## src/rtl/regfile_wb_arbiter_pkg.sv

```systemverilog
// Shared widths and request type for the register-file writeback arbiter.
package regfile_wb_arbiter_pkg;

    localparam int unsigned RF_SEL_W    = 4;
    localparam int unsigned RF_DATA_W   = 32;
    localparam int unsigned RF_NUM_REGS = 16;

    // Wide enough for the largest legal starvation limit (15).
    localparam int unsigned WAIT_W = 4;

    typedef struct packed {
        logic                 valid;
        logic [RF_SEL_W-1:0]  ws;
        logic [RF_DATA_W-1:0] wd;
    } wb_req_t;

endpackage

```

## src/rtl/regfile_wb_grant.sv

```systemverilog
// Fixed-priority grant (A first) with a saturating wait counter that forces B
// through after it has been refused P_MAX_WAIT cycles in a row.
module regfile_wb_grant
    import regfile_wb_arbiter_pkg::*;
#(
    parameter int unsigned P_MAX_WAIT = 4
) (
    input  logic clk_i,
    input  logic rst_ni,
    input  logic a_valid_i,
    input  logic b_valid_i,
    output logic a_grant_o,
    output logic b_grant_o,
    output logic force_b_o
);

    localparam logic [WAIT_W-1:0] MAX_WAIT = WAIT_W'(P_MAX_WAIT);

    logic [WAIT_W-1:0] wait_q, wait_d;

    always_comb begin
        force_b_o = (wait_q == MAX_WAIT);
        b_grant_o = b_valid_i && (force_b_o || !a_valid_i);
        a_grant_o = a_valid_i && !b_grant_o;
        wait_d    = '0;
        if (b_valid_i && !b_grant_o) begin
            wait_d = (wait_q == MAX_WAIT) ? wait_q : wait_q + 1'b1;
        end
    end

    always_ff @(posedge clk_i or negedge rst_ni) begin
        if (!rst_ni) begin
            wait_q <= '0;
        end else begin
            wait_q <= wait_d;
        end
    end

endmodule

```

## src/rtl/regfile_wb_arbiter.sv

```systemverilog
// Arbitrates the register-file write port between ALU (A) and load unit (B),
// registers the winning write and offers a bypass for the pending write.
module regfile_wb_arbiter
    import regfile_wb_arbiter_pkg::*;
#(
    parameter int unsigned P_MAX_WAIT = 4,
    parameter int unsigned P_DATA_W   = RF_DATA_W,
    parameter int unsigned P_SEL_W    = RF_SEL_W
) (
    input  logic                i_clk,
    input  logic                i_reset_n,
    input  logic                i_a_valid,
    output logic                o_a_ready,
    input  logic [P_SEL_W-1:0]  i_a_ws,
    input  logic [P_DATA_W-1:0] i_a_wd,
    input  logic                i_b_valid,
    output logic                o_b_ready,
    input  logic [P_SEL_W-1:0]  i_b_ws,
    input  logic [P_DATA_W-1:0] i_b_wd,
    output logic                o_we,
    output logic [P_SEL_W-1:0]  o_ws,
    output logic [P_DATA_W-1:0] o_wd,
    input  logic [P_SEL_W-1:0]  i_rs1,
    input  logic [P_SEL_W-1:0]  i_rs2,
    output logic                o_fwd1,
    output logic                o_fwd2,
    output logic [P_DATA_W-1:0] o_fwd_data,
    output logic                o_b_starved
);

    logic                a_grant, b_grant, force_b;
    logic                we_q, we_d;
    logic [P_SEL_W-1:0]  ws_q, ws_d;
    logic [P_DATA_W-1:0] wd_q, wd_d;

    regfile_wb_grant #(
        .P_MAX_WAIT(P_MAX_WAIT)
    ) u_grant (
        .clk_i    (i_clk),
        .rst_ni   (i_reset_n),
        .a_valid_i(i_a_valid),
        .b_valid_i(i_b_valid),
        .a_grant_o(a_grant),
        .b_grant_o(b_grant),
        .force_b_o(force_b)
    );

    assign o_a_ready   = a_grant;
    assign o_b_ready   = b_grant;
    assign o_b_starved = force_b;

    // Selector and data hold their last values when no write is granted.
    always_comb begin
        we_d = a_grant || b_grant;
        ws_d = ws_q;
        wd_d = wd_q;
        if (a_grant) begin
            ws_d = i_a_ws;
            wd_d = i_a_wd;
        end else if (b_grant) begin
            ws_d = i_b_ws;
            wd_d = i_b_wd;
        end
    end

    always_ff @(posedge i_clk or negedge i_reset_n) begin
        if (!i_reset_n) begin
            we_q <= 1'b0;
            ws_q <= '0;
            wd_q <= '0;
        end else begin
            we_q <= we_d;
            ws_q <= ws_d;
            wd_q <= wd_d;
        end
    end

    assign o_we       = we_q;
    assign o_ws       = ws_q;
    assign o_wd       = wd_q;
    assign o_fwd1     = we_q && (i_rs1 == ws_q);
    assign o_fwd2     = we_q && (i_rs2 == ws_q);
    assign o_fwd_data = wd_q;

`ifndef SYNTHESIS
    // A refused requester must keep its request unchanged until accepted.
    a_hold: assert property (@(posedge i_clk) disable iff (!i_reset_n)
        (i_a_valid && !o_a_ready) |=> (i_a_valid && $stable(i_a_ws) && $stable(i_a_wd)));
    b_hold: assert property (@(posedge i_clk) disable iff (!i_reset_n)
        (i_b_valid && !o_b_ready) |=> (i_b_valid && $stable(i_b_ws) && $stable(i_b_wd)));
`endif

endmodule

```

## config.mk

```make
export PLATFORM = sky130hd
export DESIGN_NAME = regfile_wb_arbiter
export DESIGN_NICKNAME = d
export VERILOG_FILES = /design/src/rtl/regfile_wb_arbiter_pkg.sv /design/src/rtl/regfile_wb_grant.sv /design/src/rtl/regfile_wb_arbiter.sv
export SDC_FILE = /design/constraint.sdc
export NUM_CORES = 1
export LEC_CHECK = 0
export BUFFER_PORTS_ARGS = -buffer_cell sky130_fd_sc_hd__buf_4
export CORE_MARGIN = 1.5
export CORE_UTILIZATION = 37
export DETAILED_ROUTE_END_ITERATION = 7
export PLACE_DENSITY = 0.74
export RECOVER_POWER = 25
export SLEW_MARGIN = 15
export SYNTH_ARGS = -nofsm -noshare
export SYNTH_HDL_FRONTEND = slang
export SYNTH_SLANG_ARGS = --single-unit
```

## constraint.sdc

```tcl
create_clock -name i_clk -period 1.5 [get_ports i_clk]
set_input_delay 0.3 -clock i_clk [delete_from_list [all_inputs] [get_ports i_clk]]
set_output_delay 0.3 -clock i_clk [all_outputs]
set_load 0.05 [all_outputs]
```

Word-level counts from Yosys, hierarchy flattened
Cells that the tools add are included.
{ "op_classes": {"eq_ne": 4, "add_sub_neg": 1, "n_mux": 6, "reduce_logical": 10} }
{ "ops": {"columns": ["cell", "n"], "rows": [
  ["32-bit 2-to-1 mux", 2],
  ["4-bit 2-to-1 mux", 4],
  ["4-bit equality test", 2],
  ["1-bit logical AND", 5],
  ["4-bit by 1-bit adder with 4-bit output (second input constant)", 1],
  ["4-bit by 3-bit equality test with 1-bit output (second input constant)", 1],
  ["1-bit logical NOT", 2],
  ["1-bit logical OR", 2],
  ["2-bit inequality test (second input constant)", 1],
  ["2-bit nonzero test", 1]
]} }
{ "word_totals": {"output_inout_bits": 74, "input_bits": 84, "word_cells": 25, "reg_bits": 41} }

Depth between registers and ports, before layout
Gate-level depths: netlist of the first run.
{ "logic_depth": {"ltp_word": 6, "mapped_depth": 7, "ltp_nobuf": 6} }

Modules after synthesis
A second synthesis of the first run with hierarchy kept.
{ "unflattened": {"cells_unflattened": 223, "area_unflattened_um2": 2253.4} }
{ "by_module_without_submodules": {"columns": ["mod", "instances", "cells_per_inst", "seq_area_each_um2", "area_per_inst_um2"], "rows": [
  ["regfile_wb_arbiter", 1, 202, 925.9, 2043.2],
  ["regfile_wb_grant", 1, 21, 100.1, 210.2]
]} }

Worst setup path before layout of the first run
OpenSTA, ideal clock, no wires.
{ "synth_timing": {"path_kind": "register to output", "from": "register ws_q[3], in the netlist o_ws[3]", "to": "output port o_fwd2", "path_stages_with_launch": 3, "required_ps": 1200, "arrival_ps": 2385, "setup_slack_ps": -1185, "path_buffers": 0, "path_cell_list": "dfrtp_1 > xor2_1 > nor4_1"} }
{ "synth_between": {"elab_chain_cells": 2} }
{ "synth_rtl": {"columns": ["item", "line_no", "rtl"], "rows": [
  ["start, declared", "regfile_wb_arbiter.sv:33", "logic [P_SEL_W-1:0] ws_q, ws_d;"],
  ["start signal, assigned", "regfile_wb_arbiter.sv:73", "ws_q <= ws_d;"],
  ["4-bit equality test", "regfile_wb_arbiter.sv:82", "assign o_fwd2 = we_q && (i_rs2 == ws_q);"],
  ["1-bit logical AND", "regfile_wb_arbiter.sv:82", null],
  ["end, declared", "regfile_wb_arbiter.sv:26", "output logic o_fwd2,"]
]} }
No other way between the ends.

Final worst setup path of the first run
{ "layout_timing": {"from": "register u_grant.wait_q[0]", "to": "output port o_b_ready"} }
{ "layout_between": {"elab_chain_cells": 3} }
{ "layout_rtl": {"columns": ["item", "line_no", "rtl"], "rows": [
  ["start, declared", "regfile_wb_grant.sv:19", "logic [WAIT_W-1:0] wait_q, wait_d;"],
  ["start signal, assigned", "regfile_wb_grant.sv:35", "wait_q <= wait_d;"],
  ["4-bit by 3-bit equality test with 1-bit output", "regfile_wb_grant.sv:22", "force_b_o = (wait_q == MAX_WAIT);"],
  ["1-bit logical OR", "regfile_wb_grant.sv:23", "b_grant_o = b_valid_i && (force_b_o || !a_valid_i);"],
  ["1-bit logical AND", "regfile_wb_grant.sv:23", null],
  ["end, declared", "regfile_wb_arbiter.sv:17", "output logic o_b_ready,"]
]} }
No other way between the ends.

==> results.json, run 1 <==
{
  "drive_gt1_share_pct": 59.8,
  "vias_per_cell": 4.93,
  "dieArea_sq_um": 6410,
  "leakage_nw": 1.77,
  "grt.overflow.total": 0,
  "area_delta_synth_final_pct": 60.0,
  "clock-sinks": 41,
  "cts_root_buf": "clkbuf_8",
  "drc": 0,
  "synthesis.instances": 189,
  "fillCellCount": 456,
  "min_period_ns": 1.73,
  "synth_nets": 275,
  "critPathMaxFanout": 4,
  "grt_pass1_wl_um": 9460,
  "regArea_sq_um": 1030,
  "fmax_mhz": 577,
  "status": "finished with violations",
  "drtPass1Iterations": 5,
  "synth_area_sq_um": 2200,
  "cts_buffer_depth": 2,
  "post-route-period-util_pct": 116,
  "syn_area_per_cell_sq_um": 11.6,
  "grt_pass1_vias": 1962,
  "antenna_found_initial": 0,
  "antennaDiodeCount": 0,
  "power_density_nw_per_um2": 990,
  "hold_path_class": "in2async",
  "worst_setup_path_end_kind": "output port",
  "peakVddDrop_uv": 469,
  "cts_hold_buf": 0,
  "h-tree-depth": 2,
  "clk_latency_ns": 0.29,
  "place_hpwl_um": 4590,
  "place_congestion": 0.759,
  "die_y_um": 80.1,
  "use_met1_pct": 23.7,
  "arrival_ns": 1.43,
  "reg2reg_slack_ns": -0.12,
  "slew_violations": 0,
  "yosys_warnings": 0,
  "nNetsFinal": 412,
  "clk_pin_slew_ns": 0.07,
  "fp-row-count": 27,
  "synth-seq-area-share_pct": 46.7,
  "crit_type": "reg2out",
  "multi_input_area_sq_um": 878,
  "grt_usage_pct": 19.3,
  "start_util_pct": 39.2,
  "wl_um": 6180,
  "hold_violations": 0,
  "finalSetupViolations": 40,
  "vias": 1962,
  "synth-edff-count": 0,
  "top_usage_layer": "met2",
  "drv_cap": 0,
  "port_buffers": 157,
  "finClkSkew_ns": 0.00434,
  "postSynth.asyncResetShare_pct": 100,
  "rsz0062_at_grt": "true",
  "drt_iter0_drc": 90,
  "die_w_um": 80.1,
  "core_area_sq_um": 5610,
  "synth-main-ff-cell": "dfrtp_1",
  "cts_tree": "built",
  "worstSetupStartpointType": "flip-flop",
  "worst_slew_pin_slew_ns": 1.03,
  "cp.required_ns": 1.20,
  "grt_max_degree": 42,
  "synthDistinctLibCells": 22,
  "ios": 158,
  "holdWs_ns": 0.178,
  "ant_nets": 0,
  "wl_per_cell_um": 15.5,
  "violations": "setup timing",
  "grtUsageMet2_pct": 33.3,
  "cts_made_buffers": 5,
  "slew_headroom_pct": 31.4,
  "setup_ws_ns": -0.233,
  "setup-tns-final_ns": -4.68,
  "synth-seq-cells": 41,
  "grtUsageMet3_pct": 4.66,
  "final_core_util_pct": 62.7
}
-- flip-flops by register name (all words and copies together) (netlist names) --
name            flops
u_grant.wait_q      4
o_fwd_data         32
o_we                1
o_ws                4
-- synthesized netlist by cell type (all sizes together), types with 2 or more instances --
master	n	share of area, %
nor2	5	0.97
inv	5	0.97
xor2	7	2.8
nor4	2	0.57
a221o	35	16
nand2	4	0.68
a21boi	2	1.7
ha	2	1.1
nand3	2	0.46
xnor2	3	1.2
and2	35	10
dfrtp	41	47
buf	41	15
-- critical path: stages (launching register included) --
cell	delay [ns]
dfrtp_1	0.38
inv_1	0.06
ha_2	0.19
nand3b_4	0.14
a21boi_4	0.20
buf_8	0.17
-- worst paths after layout --
check	endpoint	cells past startpoint	from
worst max-delay path	o_b_ready	5	u_grant.wait_q[0]
worst min register to register	u_grant.wait_q[0]	2	u_grant.wait_q[0]
max in group asynchronous	o_ws[0]	1	i_reset_n
worst max register to register	o_ws[0]	8	u_grant.wait_q[0]
worst min-delay path	o_we	1	i_reset_n
min in group i_clk	o_fwd_data[30]	2	i_a_wd[30]
-- layer usage --
layer / part of all wire [%] / vias up
li1: - / 916
met1: 38 / 932
met2: 51 / 109
met3: 10 / 5
met4: 1.1 / 0
met5: 0 / -
-- layout by cell type (no fill, tap or decap), drive strengths merged, types with 3 or more instances in the layout --
cell,instances
buf,171
dfrtp,41
and2,35
a221o,35
clkbuf,8
xor2,7
inv,5
nor2,5
nand2,4
xnor2,3
-- metrics by stage --
stage,power [W],setup slack (ns),std cells,cell area (sq um)
2_1_floorplan,0.00231,-0.260,189,2250
3_3_place_gp,0.00272,0.0264,384,3260
3_5_place_dp,0.00274,-0.0265,384,3260
4_1_cts,0.00352,-0.262,398,3510
5_1_grt,0.00363,-0.294,398,3510
6_report,0.00348,-0.233,398,3510
-- logic make-up after synthesis --
logic type      after synthesis  synth area share (%)
flops                        41                  46.7
buf+inv                      47                  15.8
simple gates                 49                  13.6
xor+xnor                     10                  3.99
mux                           1                 0.456
compound gates               39                  18.3
fa+ha+maj                     2                  1.14
-- cell type report --
cell class / count / share of cell area, %
Sequential cell: 41 / 29.4
Multi-Input combinational cell: 101 / 25.0
Tap cell: 72 / 2.56
Inverter: 5 / 0.748
Clock buffer: 7 / 2.46
Timing Repair Buffer: 172 / 39.9
-- what timing repair did --
item,in CTS,in global routing
cloned,2,0
endpoints found under the hold margin,0,0
gates resized for setup,20,1
buffers inserted,5,0
pin swaps,10,2
setup endpoints to repair,36,40
-- report_power, final --
| part | leakage (nW) | internal, W | total [W] | switching (W) |
|---|---|---|---|---|
| Sequential | 0.495 | 0.00120 | 0.00129 | 0.0000844 |
| Combinational | 1.23 | 0.000545 | 0.00147 | 0.000923 |
| Clock | 0.0443 | 0.000365 | 0.000722 | 0.000357 |
| Total | 1.77 | 0.00211 | 0.00348 | 0.00136 |
No activity file was read; power rests on OpenSTA's default activity.
==> run 2: changes to the inputs <==
--- a/config.mk
+++ b/config.mk
@@ -6,9 +6,10 @@
 export NUM_CORES = 1
 export LEC_CHECK = 0
 export BUFFER_PORTS_ARGS = -buffer_cell sky130_fd_sc_hd__buf_4
-export CORE_MARGIN = 1.5
+export CORE_MARGIN = 5
 export CORE_UTILIZATION = 37
 export DETAILED_ROUTE_END_ITERATION = 7
+export GPL_TIMING_DRIVEN = 0
 export PLACE_DENSITY = 0.74
 export RECOVER_POWER = 25
 export SLEW_MARGIN = 15
==> run 2 against run 1 <==
  * The flow still finishes with violations (setup timing)
  * Cell area rose by 10%
  * Global-route usage fell by 0.90 points
  * Non-clock buffer count rose by 45
  * First-iteration DRC count fell by 14%
  * Critical endpoint is now o_a_ready
  * Largest cell class unchanged
==> results.json, run 2 (synthesis gave the netlist of run 1 again) <==
{
  "start_util_pct": 37.6,
  "drc": 0,
  "cp.required_ns": 1.20,
  "die_y_um": 87.1,
  "final_cell_mix": "buf_4 (194), dfrtp_1 (36), and2_1 (35), a221o_1 (35), buf_8 (7)",
  "cts_buffer_depth": 2,
  "antenna_found_initial": 0,
  "grt_pass1_vias": 2199,
  "grt_pass1_wl_um": 11000,
  "cts_root_buf": "clkbuf_8",
  "dieArea_sq_um": 7580,
  "vias_per_cell": 4.73,
  "leakage_nw": 1.99,
  "nNetsFinal": 457,
  "port_buffers": 156,
  "dp.cells": 420,
  "slew_violations": 0,
  "h-tree-depth": 2,
  "core_area_sq_um": 5850,
  "violations": "setup timing",
  "wl_per_cell_um": 16.0,
  "setup-tns-final_ns": -7.23,
  "power.total_w": 0.00362,
  "setup_ws_ns": -0.344,
  "hold_path_class": "in2async",
  "worst_slew_pin_slew_ns": 1.03,
  "critPathMaxFanout": 4,
  "post-route-period-util_pct": 123,
  "grt.overflow.total": 0,
  "finalSetupViolations": 40,
  "grt_usage_pct": 18.4,
  "antennaDiodeCount": 0,
  "power_density_nw_per_um2": 932,
  "final_core_util_pct": 66.3,
  "vias": 2114,
  "drtPass1Iterations": 4,
  "ant_nets": 0,
  "status": "finished with violations",
  "pre_cts_slack_ns": -0.374,
  "cts_hold_buf": 0,
  "area_delta_synth_final_pct": 76.5,
  "fin_cells": 447,
  "place_congestion": 0.727,
  "die_w_um": 87.1,
  "worst_setup_path_end_kind": "output port",
  "finClkSkew_ns": 0.00868,
  "fp-row-count": 28,
  "peakVddDrop_uv": 561,
  "fmax_mhz": 542,
  "min_period_ns": 1.84,
  "clock-sinks": 41,
  "cts_tree": "built",
  "drive_gt1_share_pct": 64.5,
  "arrival_ns": 1.54,
  "slew_headroom_pct": 31.6,
  "place_hpwl_um": 5260,
  "rsz0062_at_grt": "true",
  "drt_iter0_drc": 77,
  "cts_made_buffers": 5,
  "wl_um": 7140,
  "final_common_cell": "buf_4",
  "hold_violations": 0,
  "grt_max_degree": 42,
  "worstSetupStartpointType": "flip-flop",
  "drv_cap": 0,
  "clk_latency_ns": 0.29,
  "largest_reg_flops": 32,
  "ios": 158,
  "crit_type": "reg2out",
  "clk_pin_slew_ns": 0.08
}
==> run 2: power by group <==
part | internal, W | switching [W]
combinational | 0.000669 | 0.000962
sequential | 0.00120 | 0.0000834
clock | 0.000327 | 0.000371
==> run 2: critical path: stages (launching register included) <==
cell      delay (ns)
dfrtp_1         0.37
inv_1           0.05
ha_2            0.19
nand3b_4        0.13
inv_8           0.04
a21boi_4        0.19
buf_8           0.14
buf_8           0.14
==> run 2: cell type report <==
| cell class | instances | area [sq um] |
|---|---|---|
| inverter | 5 | 26.3 |
| clock inverter | 1 | 5.00 |
| multi-input combinational | 101 | 885 |
| clock buffer | 7 | 76.3 |
| buffer | 42 | 342 |
| tap | 75 | 93.8 |
| fill | 499 | 1970 |
| sequential | 41 | 1030 |
| timing repair buffer | 175 | 1420 |
==> run 2: path summary, 6_finish.rpt <==
path,start,end,slack (ns),depth (start not counted)
min reg2reg,u_grant.wait_q[3],u_grant.wait_q[3],0.57,2
max reg2reg,u_grant.wait_q[0],o_ws[0],-0.25,9
max in group asynchronous,i_reset_n,o_ws[0],0.61,1
min,i_reset_n,o_fwd_data[23],0.17,1
max,u_grant.wait_q[0],o_a_ready,-0.34,7
min in group i_clk,i_a_wd[7],o_fwd_data[7],0.23,2
==> run 2: stage by stage <==
stage / hold WS, ns / area (sq um)
after floorplan: 0.00441 / 2250
after global placement: 0.319 / 3510
after detailed placement: 0.320 / 3510
after CTS: 0.00475 / 3890
after global routing: 0.224 / 3880
final: 0.171 / 3880
==> run 2: per-layer routing <==
layer / GRT usage [%] / up-vias / part of all wire, %
met5: 0 / - / 0
met4: 2.97 / 0 / 0.52
met3: 5.96 / 4 / 9.4
met2: 32.2 / 97 / 52
met1: 22.3 / 1006 / 38
li1: - / 1007 / -
==> run 2: repair_timing <==
action | CTS | global route
gates cloned | 3 | 0
pin swaps | 12 | 8
gates resized for setup | 22 | 2
setup endpoints to repair | 39 | 41
setup buffers | 16 | 5
==> run 3: changes to the inputs <==
--- a/config.mk
+++ b/config.mk
@@ -12,6 +12,7 @@
 export GPL_TIMING_DRIVEN = 0
 export PLACE_DENSITY = 0.74
 export RECOVER_POWER = 25
+export SKIP_CTS_REPAIR_TIMING = 1
 export SLEW_MARGIN = 15
 export SYNTH_ARGS = -nofsm -noshare
 export SYNTH_HDL_FRONTEND = slang
==> run 3 against run 2 <==
  * The run still ends with setup timing left
  * Sequential share of layout area is 0.78 points higher
  * Critical path depth stayed put
  * Die area stayed put
  * Register-to-register slack better by 0.07 ns
  * Hold slack better by 0.0018 ns
  * Via count is 2.1% lower
  * Fmax is 2.6% lower
  * Critical path type unchanged
  * Clock skew is 0.0045 ns lower
==> results.json, run 3 (synthesis gave the netlist of run 1 again) <==
{
  "final_common_cell": "buf_4",
  "rsz0062_at_grt": "true",
  "post-route-period-util_pct": 126,
  "final_core_util_pct": 64.4,
  "drt_iter0_drc": 81,
  "worst_setup_path_end_kind": "output port",
  "wl_per_cell_um": 15.5,
  "largest_reg_flops": 32,
  "wl_um": 6820,
  "cp.required_ns": 1.20,
  "place_congestion": 0.727,
  "area_delta_synth_final_pct": 71.5,
  "cts_made_buffers": 5,
  "grt.overflow.total": 0,
  "slew_headroom_pct": 32.5,
  "port_buffers": 156,
  "antennaDiodeCount": 0,
  "min_period_ns": 1.89,
  "ff2ff_path_depth": 9,
  "grt_pass1_vias": 2055,
  "nNetsFinal": 450,
  "antenna_found_initial": 0,
  "drtPass1Iterations": 4,
  "vias_per_cell": 4.70,
  "finClkSkew_ns": 0.00423,
  "clock-sinks": 41,
  "clk_pin_slew_ns": 0.08,
  "fillCellCount": 509,
  "finalSetupViolations": 35,
  "grt_max_degree": 42,
  "drv_cap": 0,
  "setup_ws_ns": -0.393,
  "place_hpwl_um": 5260,
  "arrival_ns": 1.59,
  "ios": 158,
  "fp-row-count": 28,
  "reg2reg_slack_ns": -0.18,
  "pre_cts_slack_ns": -0.374,
  "leakage_nw": 1.94,
  "vias": 2070,
  "worst_slew_pin_slew_ns": 1.01,
  "dieArea_sq_um": 7580,
  "fmax_mhz": 528,
  "die_y_um": 87.1,
  "drive_gt1_share_pct": 64.4,
  "slew_violations": 0,
  "worstSetupStartpointType": "flip-flop",
  "stdcell_area_sq_um": 3770,
  "place_area_sq_um": 3510,
  "timing.rr.start": "u_grant.wait_q[0]",
  "status": "finished with violations",
  "cts_root_buf": "clkbuf_8",
  "setup-tns-final_ns": -4.80,
  "drc": 0,
  "violations": "setup timing",
  "die_w_um": 87.1,
  "hold_violations": 0,
  "final_cell_mix": "buf_4 (191), dfrtp_1 (36), and2_1 (35), a221o_1 (35), buf_6 (9)",
  "start_util_pct": 37.6,
  "cts_tree": "built",
  "cts_buffer_depth": 2,
  "clk_latency_ns": 0.28,
  "hold_path_class": "in2async",
  "h-tree-depth": 2,
  "grt_pass1_wl_um": 10400,
  "crit_type": "reg2out",
  "power_density_nw_per_um2": 947,
  "critPathMaxFanout": 7,
  "grt_usage_pct": 17.1,
  "r2r_end": "o_fwd_data[7]",
  "core_area_sq_um": 5850,
  "ant_nets": 0,
  "peakVddDrop_uv": 560
}
run 3: changes by cell type in the layout (fill, tap and decap cells not counted), moves of 2 or more:
cell | previous run | this run
inv_2 | 0 | 2
buf_8 | 7 | 4
inv_1 | 4 | 2
buf_4 | 194 | 191
buf_6 | 6 | 9
buf_12 | 4 | 1
run 3: through the flow:
| step | std cells | hold WS (ns) | power (W) |
|---|---|---|---|
| floorplan | 189 | 0.00441 | 0.00231 |
| global placement | 420 | 0.319 | 0.00285 |
| detailed placement | 420 | 0.320 | 0.00286 |
| CTS | 428 | 0.00475 | 0.00356 |
| global route | 440 | 0.224 | 0.00374 |
| finish | 440 | 0.173 | 0.00357 |
run 3: report_power, final:
group / switching (W) / internal (W)
logic: 0.000948 / 0.000643
clock network: 0.000360 / 0.000327
registers: 0.0000866 / 0.00120
total: 0.00139 / 0.00217
run 3: worst max-delay path by stage:
stage,to,start,cells after the start,slack [ns]
global placement,o_b_ready,u_grant.wait_q[0],6,-0.37
CTS,o_b_ready,u_grant.wait_q[0],6,-0.71
finish,o_a_ready,u_grant.wait_q[0],7,-0.39
global route,o_b_ready,u_grant.wait_q[0],6,-0.46
detailed placement,o_b_ready,u_grant.wait_q[1],6,-0.37
floorplan,o_fwd1,o_ws[1],3,-0.26
run 3: layout make-up:
cell class,instances,area (sq um),share of cell area (%)
Tap cell,75,93.8,2.49
Buffer,42,334,8.86
Multi-Input combinational cell,101,896,23.8
Clock buffer,7,76.3,2.03
Sequential cell,41,1030,27.4
Clock inverter,1,5.00,0.133
Timing Repair Buffer,168,1310,34.6
Inverter,5,26.3,0.697
run 3: layer usage:
layer | GRT usage [%] | vias to the layer above | wire [um]
met4 | 2.55 | 0 | 37
met2 | 28.5 | 90 | 3460
met1 | 22.1 | 982 | 2680
li1 | - | 994 | -
met3 | 5.58 | 4 | 634
met5 | 0 | - | 0
run 3: critical path: stages, from the launching register on:
cell and delay, ns:
dfrtp_1 0.42, inv_2 0.06, ha_4 0.16, nand3b_4 0.13, inv_8 0.04, a21boi_4 0.20
buf_8 0.15, buf_8 0.14
